<file path="src/rtl/fifo_rd_stream_if.sv">
// Consumer-facing valid/ready stream of the FIFO read-side output stage.
// A word transfers on any rising edge where m_valid and m_ready are both high.
interface fifo_rd_stream_if #(
    parameter int DSIZE = 8
);
    logic             m_valid;
    logic [DSIZE-1:0] m_data;
    logic             m_ready;

    modport master (
        output m_valid,
        output m_data,
        input  m_ready
    );

    modport slave (
        input  m_valid,
        input  m_data,
        output m_ready
    );
endinterface

</file>
<file path="src/rtl/fifo_rd_stream.sv">
// Read-side output stage of the async FIFO: pops the FIFO memory into a
// 2-entry skid buffer and presents words on a valid/ready stream.
module fifo_rd_stream #(
    parameter int DSIZE = 8
) (
    input  logic               rclk,
    input  logic               rrst,
    input  logic               rempty,
    input  logic [DSIZE-1:0]   rdata,
    output logic               rinc,
    input  logic               rflush,
    fifo_rd_stream_if.master   m,
    output logic [15:0]        rdcount,
    output logic [1:0]         dbg_cnt
);
    typedef enum logic [1:0] {
        OCC_EMPTY = 2'd0,
        OCC_ONE   = 2'd1,
        OCC_TWO   = 2'd2
    } occ_t;

    occ_t             cnt;
    logic [DSIZE-1:0] buf0;
    logic [DSIZE-1:0] buf1;
    logic             push;
    logic             pop;

    // Handshake: the consumer takes buf0 on an edge where m_valid && m_ready
    // and no flush is pending; m_valid/m_data are held while m_ready is low.
    // rinc depends only on registered occupancy and rempty, never on m_ready.
    assign rinc      = !rrst && !rempty && !rflush && (cnt != OCC_TWO);
    assign push      = rinc;
    assign pop       = m.m_valid && m.m_ready && !rflush;
    assign m.m_valid = (cnt != OCC_EMPTY);
    assign m.m_data  = buf0;
    assign dbg_cnt   = cnt;

    always_ff @(posedge rclk or posedge rrst) begin
        if (rrst) begin
            cnt  <= OCC_EMPTY;
            buf0 <= '0;
            buf1 <= '0;
        end else if (rflush) begin
            cnt <= OCC_EMPTY;
        end else begin
            case (cnt)
                OCC_EMPTY: begin
                    if (push) begin
                        buf0 <= rdata;
                        cnt  <= OCC_ONE;
                    end
                end
                OCC_ONE: begin
                    if (push && pop) begin
                        buf0 <= rdata;
                    end else if (push) begin
                        buf1 <= rdata;
                        cnt  <= OCC_TWO;
                    end else if (pop) begin
                        cnt <= OCC_EMPTY;
                    end
                end
                OCC_TWO: begin
                    // Push cannot happen here, so only the pop shifts.
                    if (pop) begin
                        buf0 <= buf1;
                        cnt  <= OCC_ONE;
                    end
                end
                default: cnt <= OCC_EMPTY;
            endcase
        end
    end

    always_ff @(posedge rclk or posedge rrst) begin
        if (rrst) begin
            rdcount <= 16'd0;
        end else if (pop && (rdcount != 16'hFFFF)) begin
            rdcount <= rdcount + 16'd1;
        end
    end
endmodule

</file>
<file path="src/flat_wrapper.sv">
// flat-port wrapper written by rule: the top's interface ports become plain ports
module fifo_rd_stream_flat 
#(
    parameter int DSIZE = 8
)
  (rclk, rrst, rempty, rdata, rinc, rflush, rdcount, dbg_cnt, m_m_valid, m_m_data, m_m_ready);
  fifo_rd_stream_if #(.DSIZE(DSIZE)) m_i ();
  input  logic rclk;
  input  logic rrst;
  input  logic rempty;
  input  logic [DSIZE-1:0] rdata;
  output logic rinc;
  input  logic rflush;
  output logic [15:0] rdcount;
  output logic [1:0] dbg_cnt;
  output wire logic [$bits(m_i.m_valid)-1:0] m_m_valid;
  output wire logic [$bits(m_i.m_data)-1:0] m_m_data;
  input wire logic [$bits(m_i.m_ready)-1:0] m_m_ready;
  assign m_m_valid = m_i.m_valid;
  assign m_m_data = m_i.m_data;
  assign m_i.m_ready = m_m_ready;
  fifo_rd_stream #(.DSIZE(DSIZE)) u_core (.rclk(rclk), .rrst(rrst), .rempty(rempty), .rdata(rdata), .rinc(rinc), .rflush(rflush), .m(m_i), .rdcount(rdcount), .dbg_cnt(dbg_cnt));
endmodule
</file>
<file path="config.mk">
export PLATFORM = sky130hd
export DESIGN_NAME = fifo_rd_stream_flat
export DESIGN_NICKNAME = d
export VERILOG_FILES = /design/src/rtl/fifo_rd_stream_if.sv /design/src/rtl/fifo_rd_stream.sv /design/src/flat_wrapper.sv
export SDC_FILE = /design/constraint.sdc
export NUM_CORES = 1
export LEC_CHECK = 0
export BUFFER_PORTS_ARGS = -buffer_cell sky130_fd_sc_hd__buf_4
export CAP_MARGIN = 10
export CORE_AREA = 2 2 63 76
export DETAILED_ROUTE_END_ITERATION = 6
export DIE_AREA = 0 0 65 78
export GPL_ROUTABILITY_DRIVEN = 0
export GPL_TIMING_DRIVEN = 0
export PLACE_DENSITY = 0.57
export SLEW_MARGIN = 5
export SYNTH_ARGS = -nofsm -noshare
export SYNTH_HDL_FRONTEND = slang
export SYNTH_SLANG_ARGS = --single-unit
</file>
<file path="constraint.sdc">
create_clock -name rclk -period 2 [get_ports rclk]
set_clock_uncertainty 0.1 [all_clocks]
set_input_delay 0.3 -clock rclk [delete_from_list [all_inputs] [get_ports rclk]]
set_output_delay 0.3 -clock rclk [all_outputs]
set_load 0.005 [all_outputs]
</file>
# Word-level counts from Yosys, hierarchy flattened
# Index checks and enable logic that the tools add are counted.
dict set report word_totals {
  in_bits 13
  elab_cells 45
  out_inout_bits 28
  ff_bits 34
}
dict set report classes {
  add_sub_neg 1
  bitwise 2
  eq_ne 11
  n_reduce_logical 16
  n_mux 11
}
# cell count
set op_table {}
lappend op_table {{$mux W8} 3}
lappend op_table {{$pmux W8 S3} 1}
lappend op_table {{$add A16 B1 Y16 const B} 1}
lappend op_table {{$ne A16 B16 Y1 const B} 1}
lappend op_table {{$mux W2} 6}
lappend op_table {{$reduce_and A4 Y1} 2}
lappend op_table {{$logic_and A1 B1 Y1} 7}
lappend op_table {{$ne A2 B1 Y1 const B} 3}
lappend op_table {{$ne A3 B2 Y1 const B} 2}
lappend op_table {{$pmux W2 S3} 1}
lappend op_table {{$reduce_and A5 Y1} 1}
lappend op_table {{$ne A4 B2 Y1 const B} 1}
lappend op_table {{$logic_not A1 Y1} 3}
lappend op_table {{$ne A3 B3 Y1 const B} 1}
lappend op_table {{$reduce_bool A3 Y1} 1}
lappend op_table {{$eq A2 B1 Y1 const B} 1}
lappend op_table {{$eq A2 B2 Y1 const B} 1}
lappend op_table {{$logic_not A2 Y1} 1}
lappend op_table {{$ne A2 B2 Y1 const B} 1}
lappend op_table {{$not A1 Y1} 2}
lappend op_table {{$reduce_bool A2 Y1} 1}

# Depth between registers and ports, before layout
# Gate-level depths: netlist of the first run.
dict set report logic_depth {
  ltp_word 8
  mapped_depth 6
  depth_no_buf 5
}

# Least setup slack after synthesis of the first run
# OpenSTA, ideal clock, no wires.
dict set report synth_timing {
  path_kind {flip-flop to flip-flop}
  start {reg u_core.rdcount[0]}
  end {reg u_core.rdcount[13]}
  t_arrival_ns 1.470
  path_stages_with_launch 7
  synth_period_minus_slack_ns 1.708
  t_required_ns 1.762
  path_slack_ns 0.292
  path_buffers 1
  setup_ns 0.138
  cell_sequence {dfrtp_1 -> ha_1 -> nand3_1 -> nor4_1 -> buf_2 -> nor4_1 -> xor2_1}
}
dict set report synth_via {
  elab_chain_len 2
  word_cells_on_any_way 3
  classes_between {add/sub (1); eq/ne (1); reduce/logical (1)}
}
# element line
set synth_rtl {}
lappend synth_rtl {{from (decl)} fifo_rd_stream.sv:13} ;# output logic [15:0] rdcount,
lappend synth_rtl {{from (signal assigned)} fifo_rd_stream.sv:79} ;# rdcount <= rdcount + 16'd1;
lappend synth_rtl {{branches (longest 2 deep; another with $add A16 B1 Y16)} n/a}
# Parallel ways; which one is timed is not known.
# A chain may end at the register's enable or synchronous reset.

# Worst setup path in the final report of the first run
dict set report layout_timing {
  start {reg u_core.rdcount[1]}
  end {reg u_core.rdcount[15]}
}
# Same word-level chain as after synthesis.

==> results of run 1 <==
==> cells by family (layout without fill, tap and decap cells) <==
logic type / after synthesis / count (layout) / synth area share [%]
adders and majority gates: 1 / 1 / 0.764
AOI/OAI and AO/OA: 13 / 13 / 6.49
buffers and inverters: 7 / 56 / 2.22
xor gates and xnor gates: 15 / 15 / 8.02
muxes: 9 / 9 / 6.19
and+or+nand+nor: 76 / 76 / 24.4
DFF: 34 / 34 / 51.9
==> repair_timing <==
item | in CTS | in global routing
gates resized for setup | 0 | 5
buffers inserted | 0 | 0
endpoints found under the setup margin | 0 | 11
==> registers in the layout, summed over array words and instances, names as in the netlist <==
register	count
u_core.buf1	8
u_core.dbg_cnt	2
u_core.m.m_data	8
u_core.rdcount	16
==> path summary, 6_finish.rpt <==
check / slack [ps] / to / start / depth (start not counted)
max: 160 / u_core.rdcount[15] / u_core.rdcount[1] / 6
min: 30 / u_core.rdcount[9] / rrst / 2
max reg2reg: 160 / u_core.rdcount[15] / u_core.rdcount[1] / 6
min reg2reg: 410 / u_core.rdcount[15] / u_core.rdcount[15] / 1
max in group asynchronous: 1240 / u_core.rdcount[8] / rrst / 3
min in group rclk: 110 / u_core.dbg_cnt[1] / m_m_ready / 2
==> cell usage in the layout, fill, tap and decap left out, types with 2 or more instances in the layout <==
master,Yosys,final
clkbuf_8,0,5
a31oi_2,2,2
nor2_1,12,12
clkinv_2,0,2
nor4_1,8,7
buf_4,0,40
dfrtp_1,34,33
nand2_1,21,21
mux2_2,8,8
and3_1,2,2
xor2_1,14,14
nand2b_1,2,2
a31oi_1,6,6
nor3_1,8,8
nor2b_1,3,3
nand4_1,6,6
inv_1,2,2
nor3b_1,2,2
nand3_1,4,4
a21oi_1,3,3
==> through the flow <==
step                cells  setup WS [ps]  total power [uW]  instance area, um2  hold WS [ps]
floorplan             155            292               925                1640           263
CTS                   260           2.17              1690                2140          34.7
detailed placement    252            101              1070                2040           353
global route          260           28.6              1760                2160          69.1
finish                260            162              1670                2160          31.8
global placement      251            141              1050                2010           386
==> worst max-delay path: stages (launching register included) <==
cell      delay (ps)
dfrtp_1          420
ha_1             190
nand3_1          170
nor4_2           340
clkbuf_4         260
nor4_1            80
xor2_1           150
==> routing by layer <==
metal,wire length [um],track usage [%],vias to the layer above
met4,57,6.17,0
met1,1500,16.9,634
met5,0,0,-
met3,195,4.49,5
met2,1830,26.3,36
li1,-,-,648
==> layout make-up <==
class / count / area, um2
clock inverters: 3 / 40.0
well taps: 56 / 70.1
repair buffers: 41 / 328
flip-flops and latches: 34 / 852
clock buffers: 5 / 68.8
multi-input cells: 114 / 757
plain buffers: 5 / 32.5
inverters: 2 / 7.51
fillers: 407 / 2110
==> cells in the mapped netlist, types with 2 or more instances <==
master / instances
a21oi_1: 3
a31oi_1: 6
a31oi_2: 2
and3_1: 2
buf_2: 2
clkbuf_1: 2
dfrtp_1: 34
inv_1: 2
mux2_2: 8
nand2_1: 21
nand2b_1: 2
nand3_1: 4
nand4_1: 6
nor2_1: 12
nor2b_1: 3
nor3_1: 8
nor3b_1: 2
nor4_1: 8
xor2_1: 14
==> power breakdown <==
part / leakage [uW] / internal, uW / switching, uW
registers: 0.000439 / 757 / 56.9
logic: 0.000572 / 142 / 98.2
clock network: 0.0000579 / 366 / 245
total: 0.00107 / 1270 / 400
==> impl_metrics.yaml, run 1 <==
logic_synthesis:
  synth.cell_area_um2: 1640
  ys_async_sr_fraction_pct: 100
  synth.avg_cell_area_um2: 10.6
  postSynthCellCount: 155
  ys_warn_count: 0
  synth.distinct_cells: 33
  yosysTopAreaCell: "dfrtp_1"
  synth-seq-cells: 34
  ys.flop_type: "dfrtp_1"
  synth_top_area_share_pct: 51.9
  yosysSeqAreaShare_pct: 51.9
  synth_nets: 169
  ys_top_cells_by_area: "dfrtp_1 52%, xor2_1 7.5%, mux2_2 5.5%, nand2_1 4.8%, nor4_1 3.1%"
  synth_edf_count: 0
layout:
  drive_gt1_share_pct: 33.8
  fin_nets: 217
  antenna_cells: 0
  syn2layout_area_growth_pct: 31.6
  final_core_util_pct: 50.6
global_route:
  grt_pass1_wl_mm: 5.93
  grt_pass1_vias: 1305
  track_usage_pct: 15.1
  antenna_found_initial: 0
  grt_max_degree: 22
  overflow: 0
clocking:
  cts_tree: "built"
  clock_latency_ps: 290
  clk_path_buf_depth: 2
  ctsHoldBuffers: 0
  cts_root_buf: "clkbuf_8"
  path_clk_slew_ps: 70
  numCtsBuffers: 5
  h-tree-depth: 2
  cts.sinks: 34
timing:
  max_slew_margin_pct: 57.2
  finalCriticalPeriod_ps: 1840
  period_share_pct: 91.9
  rsz0062_at_grt: "no"
  worst_pin_slew_ps: 642
  max_freq_mhz: 544
  setup_violations: 0
  hold_violations: 0
  drv_slew: 0
  setup_tns_ps: 0
critical_path:
  cp-start-kind: "flip-flop"
  worstPathRequired_ps: 2050
  path_class: "flip-flop to flip-flop"
  arrival_ps: 1890
  cp_max_fo: 10
  end_kind: "flip-flop"
die:
  die_y_um: 78
  io_pins: 41
  fp.dieW_um: 65
  design.die.area_um2: 5070
  core_um2: 4260
  placementRows: 26
  start_util_pct: 38.4
route:
  firstDrtPassIters: 4
  route.detailed.drc: 0
  viasPerCell: 5.09
  routedWlPerCell_um: 13.7
  routed_wl_mm: 3.57
  drtIter0Drc: 71
  vias: 1323
  ant_nets: 0
outcome:
  status: "complete, no violations"
place:
  hpwl_mm: 2.69
  io_buffers: 40
run:
  cap_violations: 0
power:
  ir_drop_v: 0.000548
  powerDensity_nw_per_um2: 773
  p_leak_uw: 0.00107
hold_path:
  hold_path.class: "primary input to async pin"
Power figures use the tool's default switching activity.
==> run 2, diff against run 1 <==
--- a/config.mk
+++ b/config.mk
@@ -7,12 +7,14 @@
 export LEC_CHECK = 0
 export BUFFER_PORTS_ARGS = -buffer_cell sky130_fd_sc_hd__buf_4
 export CAP_MARGIN = 10
-export CORE_AREA = 2 2 63 76
+export CORE_AREA = 2 2 68 70
 export DETAILED_ROUTE_END_ITERATION = 6
-export DIE_AREA = 0 0 65 78
+export DIE_AREA = 0 0 70 72
 export GPL_ROUTABILITY_DRIVEN = 0
 export GPL_TIMING_DRIVEN = 0
-export PLACE_DENSITY = 0.57
+export HOLD_SLACK_MARGIN = 0.06
+export PLACE_DENSITY = 0.58
+export REMOVE_ABC_BUFFERS = 1
 export SLEW_MARGIN = 5
 export SYNTH_ARGS = -nofsm -noshare
 export SYNTH_HDL_FRONTEND = slang
==> impl_metrics.yaml, run 2 (synthesized netlist as in run 1, its figures left out) <==
layout:
  regMostFlops: "u_core.rdcount"
  layout.cells.most_common: "buf_4"
  fillCellCount: 408
  largest_register_ffs: 16
  antenna_cells: 0
  syn2layout_area_growth_pct: 30.6
  seq_area_um2: 852
  drive_gt1_share_pct: 33.7
  stdcell_count: 254
  layout_common_cells: "42 x buf_4, 33 x dfrtp_1, 21 x nand2_1"
  fin_area_um2: 2140
  multiInputGateArea_um2: 772
  fin_nets: 215
timing:
  worst_pin_slew_ps: 751
  timing.final.ws_setup_ps: 156
  hold_violations: 0
  finalCriticalPeriod_ps: 1840
  period_share_pct: 92.2
  max_freq_mhz: 542
  max_slew_margin_pct: 49.9
  drv_slew: 0
  rsz0062_at_grt: "no"
  setup_violations: 0
clocking:
  cts.sinks: 34
  cts_root_buf: "clkbuf_8"
  ctsHoldBuffers: 0
  clock_latency_ps: 290
  path_clk_slew_ps: 70
  h-tree-depth: 2
  clk_path_buf_depth: 2
  numCtsBuffers: 5
  cts_tree: "built"
critical_path:
  cpPeakStageDelay_ps: 430
  slowest_stage: "dfrtp_1"
  cp-start-kind: "flip-flop"
  path_class: "flip-flop to flip-flop"
  end_kind: "flip-flop"
  worstPathRequired_ps: 2100
  cp_max_fo: 6
  crit_chain: "ha_1, nand3_1, or2_1, nor4_1, xor2_1"
  arrival_ps: 1950
die:
  design.die.area_um2: 5040
  start_util_pct: 38.4
  placementRows: 24
  fp.dieW_um: 70
  die_y_um: 72
  io_pins: 41
  core_um2: 4260
place:
  io_buffers: 40
  dp_cells: 243
  place_area_um2: 2000
  hpwl_mm: 2.69
  pre_cts_ws_ps: -410
route:
  ant_nets: 0
  firstDrtPassIters: 5
  route.detailed.drc: 0
  vias: 1317
  routed_wl_mm: 3.69
  viasPerCell: 5.19
  drtIter0Drc: 53
  routedWlPerCell_um: 14.5
global_route:
  overflow: 0
  grt_max_degree: 20
  grt_use_met3_pct: 4.86
  top_usage_layer: "met2"
  grt_pass1_vias: 1342
  grt_pass1_wl_mm: 6.35
  use_met2_pct: 27.6
  track_usage_pct: 15.9
  use_met1_pct: 19.0
  antenna_found_initial: 0
hold_path:
  hold_path.class: "primary input to async pin"
power:
  p_leak_uw: 0.00107
  ir_drop_v: 0.000353
  powerDensity_nw_per_um2: 737
outcome:
  status: "complete, no violations"
run:
  cap_violations: 0
## run 2: final timing paths
path,to,slack (ps),startpoint,cells after the start
worst min register to register,u_core.rdcount[15],400,u_core.rdcount[15],1
worst max-delay path,u_core.rdcount[10],160,u_core.rdcount[1],5
worst max register to register,u_core.rdcount[10],160,u_core.rdcount[1],5
worst min-delay path,u_core.m.m_data[0],70,rrst,2
max in group asynchronous,u_core.rdcount[7],1150,rrst,3
min in group rclk,u_core.dbg_cnt[1],110,m_m_ready,2
## run 2: worst max-delay path, delay by kind of cell, from the launching register on
family        cells  cell delay, ps
fa+ha+maj         1             190
flops             1             430
xor+xnor          1             180
simple gates      3             870
## run 2: where the power goes
part           switching, uW  internal (uW)
sequential              58.3            757
combinational           98.1            141
clock                    243            278
total                    399           1180
## run 2: routing by layer
metal  part of all wire [%]  wire [um]  vias to the layer above
met5                      0          0                        -
met4                   0.51         19                        0
met2                     50       1860                       37
li1                       -          -                      641
met1                     43       1610                      635
met3                    5.6        205                        4
## run 2: cell type report
type                    count  area share (%)
clock buffers               7            4.04
clock inverters             1           0.234
inverters                   2           0.351
multi-input cells         114            36.1
flip-flops and latches     34            39.8
well taps                  52            3.04
repair buffers             44            16.4
## run 2: timing repair
action,4_1_cts,5_1_grt
setup buffers,2,1
pin swaps,1,1
gates resized for setup,1,2
endpoints found under the setup margin,12,3
## run 2: metrics by stage
step / setup TNS [ps] / util, % / hold slack (ps) / power, uW
after global placement: -7820 / 46.3 / 387 / 1050
after CTS: 0 / 49.5 / 91.5 / 1590
after global routing: 0 / 50.1 / 99.4 / 1660
final: 0 / 50.1 / 67.6 / 1580
after floorplan: -2740 / - / 263 / 922
after detailed placement: -2770 / 46.8 / 390 / 1070
==> run 3, diff against run 2 <==
--- a/config.mk
+++ b/config.mk
@@ -6,14 +6,14 @@
 export NUM_CORES = 1
 export LEC_CHECK = 0
 export BUFFER_PORTS_ARGS = -buffer_cell sky130_fd_sc_hd__buf_4
-export CAP_MARGIN = 10
+export CAP_MARGIN = 20
 export CORE_AREA = 2 2 68 70
 export DETAILED_ROUTE_END_ITERATION = 6
 export DIE_AREA = 0 0 70 72
 export GPL_ROUTABILITY_DRIVEN = 0
 export GPL_TIMING_DRIVEN = 0
 export HOLD_SLACK_MARGIN = 0.06
-export PLACE_DENSITY = 0.58
+export PLACE_DENSITY = 0.6
 export REMOVE_ABC_BUFFERS = 1
 export SLEW_MARGIN = 5
 export SYNTH_ARGS = -nofsm -noshare
==> constraint.sdc (replaced) <==
create_clock -name rclk -period 1.5 [get_ports rclk]
set_clock_uncertainty 0.1 [all_clocks]
set_input_delay 0.225 -clock rclk [delete_from_list [all_inputs] [get_ports rclk]]
set_output_delay 0.225 -clock rclk [all_outputs]
set_load 0.005 [all_outputs]
==> impl_metrics.yaml, run 3 (synthesized netlist as in run 1, its figures left out) <==
timing:
  worst_pin_slew_ps: 483
  period_share_pct: 113
  setup_violations: 24
  finalCriticalPeriod_ps: 1700
  hold_violations: 0
  timing.final.ws_setup_ps: -199
  drv_slew: 0
  max_slew_margin_pct: 67.8
  max_freq_mhz: 589
  rsz0062_at_grt: "yes"
critical_path:
  worstPathRequired_ps: 1570
  arrival_ps: 1770
  cp_max_fo: 4
  cpPeakStageDelay_ps: 390
  cp-start-kind: "flip-flop"
  crit_chain: "ha_4, nand3_4, nor4_4, nor2_1, mux2_1"
  end_kind: "flip-flop"
  slowest_stage: "dfrtp_1"
  path_class: "flip-flop to flip-flop"
  crit_buf_inv: 0
  path_delay_family: "simple AND/OR/NAND/NOR gates"
  rrSetupSlack_ps: -200
layout:
  drive_gt1_share_pct: 56.9
  stdcell_count: 284
  fin_nets: 245
  regMostFlops: "u_core.rdcount"
  fillCellCount: 328
  layout.cells.most_common: "buf_4"
  largest_register_ffs: 16
  antenna_cells: 0
  syn2layout_area_growth_pct: 63.7
  fin_area_um2: 2680
  layout_common_cells: "64 x buf_4, 25 x dfrtp_1, 20 x nand2_1"
die:
  start_util_pct: 38.4
  fp.dieW_um: 70
  placementRows: 24
  core_um2: 4260
  die_y_um: 72
  io_pins: 41
  design.die.area_um2: 5040
global_route:
  use_met1_pct: 21.7
  grt_use_met3_pct: 5.69
  track_usage_pct: 18.2
  overflow: 0
  grt_pass1_vias: 1555
  antenna_found_initial: 0
  top_usage_layer: "met2"
  grt_pass1_wl_mm: 7.23
  use_met2_pct: 32.8
  grt_max_degree: 21
route:
  firstDrtPassIters: 4
  routed_wl_mm: 4.36
  drtIter0Drc: 41
  routedWlPerCell_um: 15.4
  route.detailed.drc: 0
  viasPerCell: 5.17
  ant_nets: 0
  vias: 1467
clocking:
  clk_path_buf_depth: 2
  cts_tree: "built"
  numCtsBuffers: 5
  clock_latency_ps: 290
  path_clk_slew_ps: 70
  cts.sinks: 34
  cts_root_buf: "clkbuf_8"
  h-tree-depth: 2
outcome:
  status: "finished with violations"
  violations: "negative setup slack"
place:
  hpwl_mm: 2.51
  io_buffers: 40
  place_area_um2: 2000
  dp_cells: 243
power:
  p_leak_uw: 0.00125
  ir_drop_v: 0.000689
  powerDensity_nw_per_um2: 955
run:
  cap_violations: 0
hold_path:
  hold_path.class: "primary input to flip-flop"
-- run 3: changes by cell type in the layout (fill, tap and decap cells not counted), sizes merged --
cell         previous run  this run
bufinv                  0         2
clkinvlp                0         1
dlygate4sd3             0         3
buf                    44        71
clkbuf                  7         6
clkinv                  1         0
inv                     2         1
-- run 3: final cells by class --
type / count / area, um2 / area share (%)
clock buffers: 6 / 82.6 / 3.08
clock inverters: 2 / 60.1 / 2.24
inverters: 2 / 11.3 / 0.420
multi-input cells: 114 / 998 / 37.2
flip-flops and latches: 34 / 862 / 32.2
well taps: 52 / 65.1 / 2.43
repair buffers: 74 / 602 / 22.4
-- run 3: what timing repair did --
item	4_1_cts	5_1_grt
pin swaps	18	8
setup endpoints to repair	35	52
hold buffers	2	1
setup buffers	29	2
hold endpoints to repair	6	1
gates resized for setup	51	9
gates cloned	0	0
-- run 3: metal layers --
metal / wire length, um / share of wire (%)
met1: 1840 / 42
met2: 2250 / 52
met3: 214 / 4.9
met4: 51 / 1.2
met5: 0 / 0
-- run 3: path summary, 6_finish.rpt --
path,start,cells after the start,endpoint
worst max-delay path,u_core.rdcount[1],5,u_core.rdcount[1]
worst min-delay path,rdata[2],2,u_core.buf1[2]
worst max register to register,u_core.rdcount[1],5,u_core.rdcount[1]
worst min register to register,u_core.buf1[3],1,u_core.buf1[3]
max in group asynchronous,rrst,4,u_core.rdcount[6]
min in group asynchronous,rrst,3,u_core.m.m_data[5]
-- run 3: power by group --
group	total (uW)	internal [uW]	switching, uW
clock	1060	709	346
combinational	431	251	179
sequential	1080	1010	65.1
total	2560	1970	591
-- run 3: worst reg2reg max path: cells and delay by family (launching register included) --
family,cells,cell delay (ps)
multiplexers,1,320
adder cells (fa/ha/maj),1,160
flip-flops,1,390
AND/OR/NAND/NOR,3,610
-- run 3: stage by stage --
stage | setup TNS, ps | total power, uW | util [%] | hold slack, ps | worst slack, ps
floorplan | -10440 | 1230 | - | 188 | -899
global placement | -19530 | 1400 | 46.3 | 326 | -1340
detailed placement | -13140 | 1410 | 46.8 | 326 | -898
CTS | -2810 | 2560 | 61.4 | 10.0 | -165
global route | -5040 | 2670 | 62.9 | 68.8 | -265
finish | -3410 | 2560 | 62.9 | 76.1 | -199
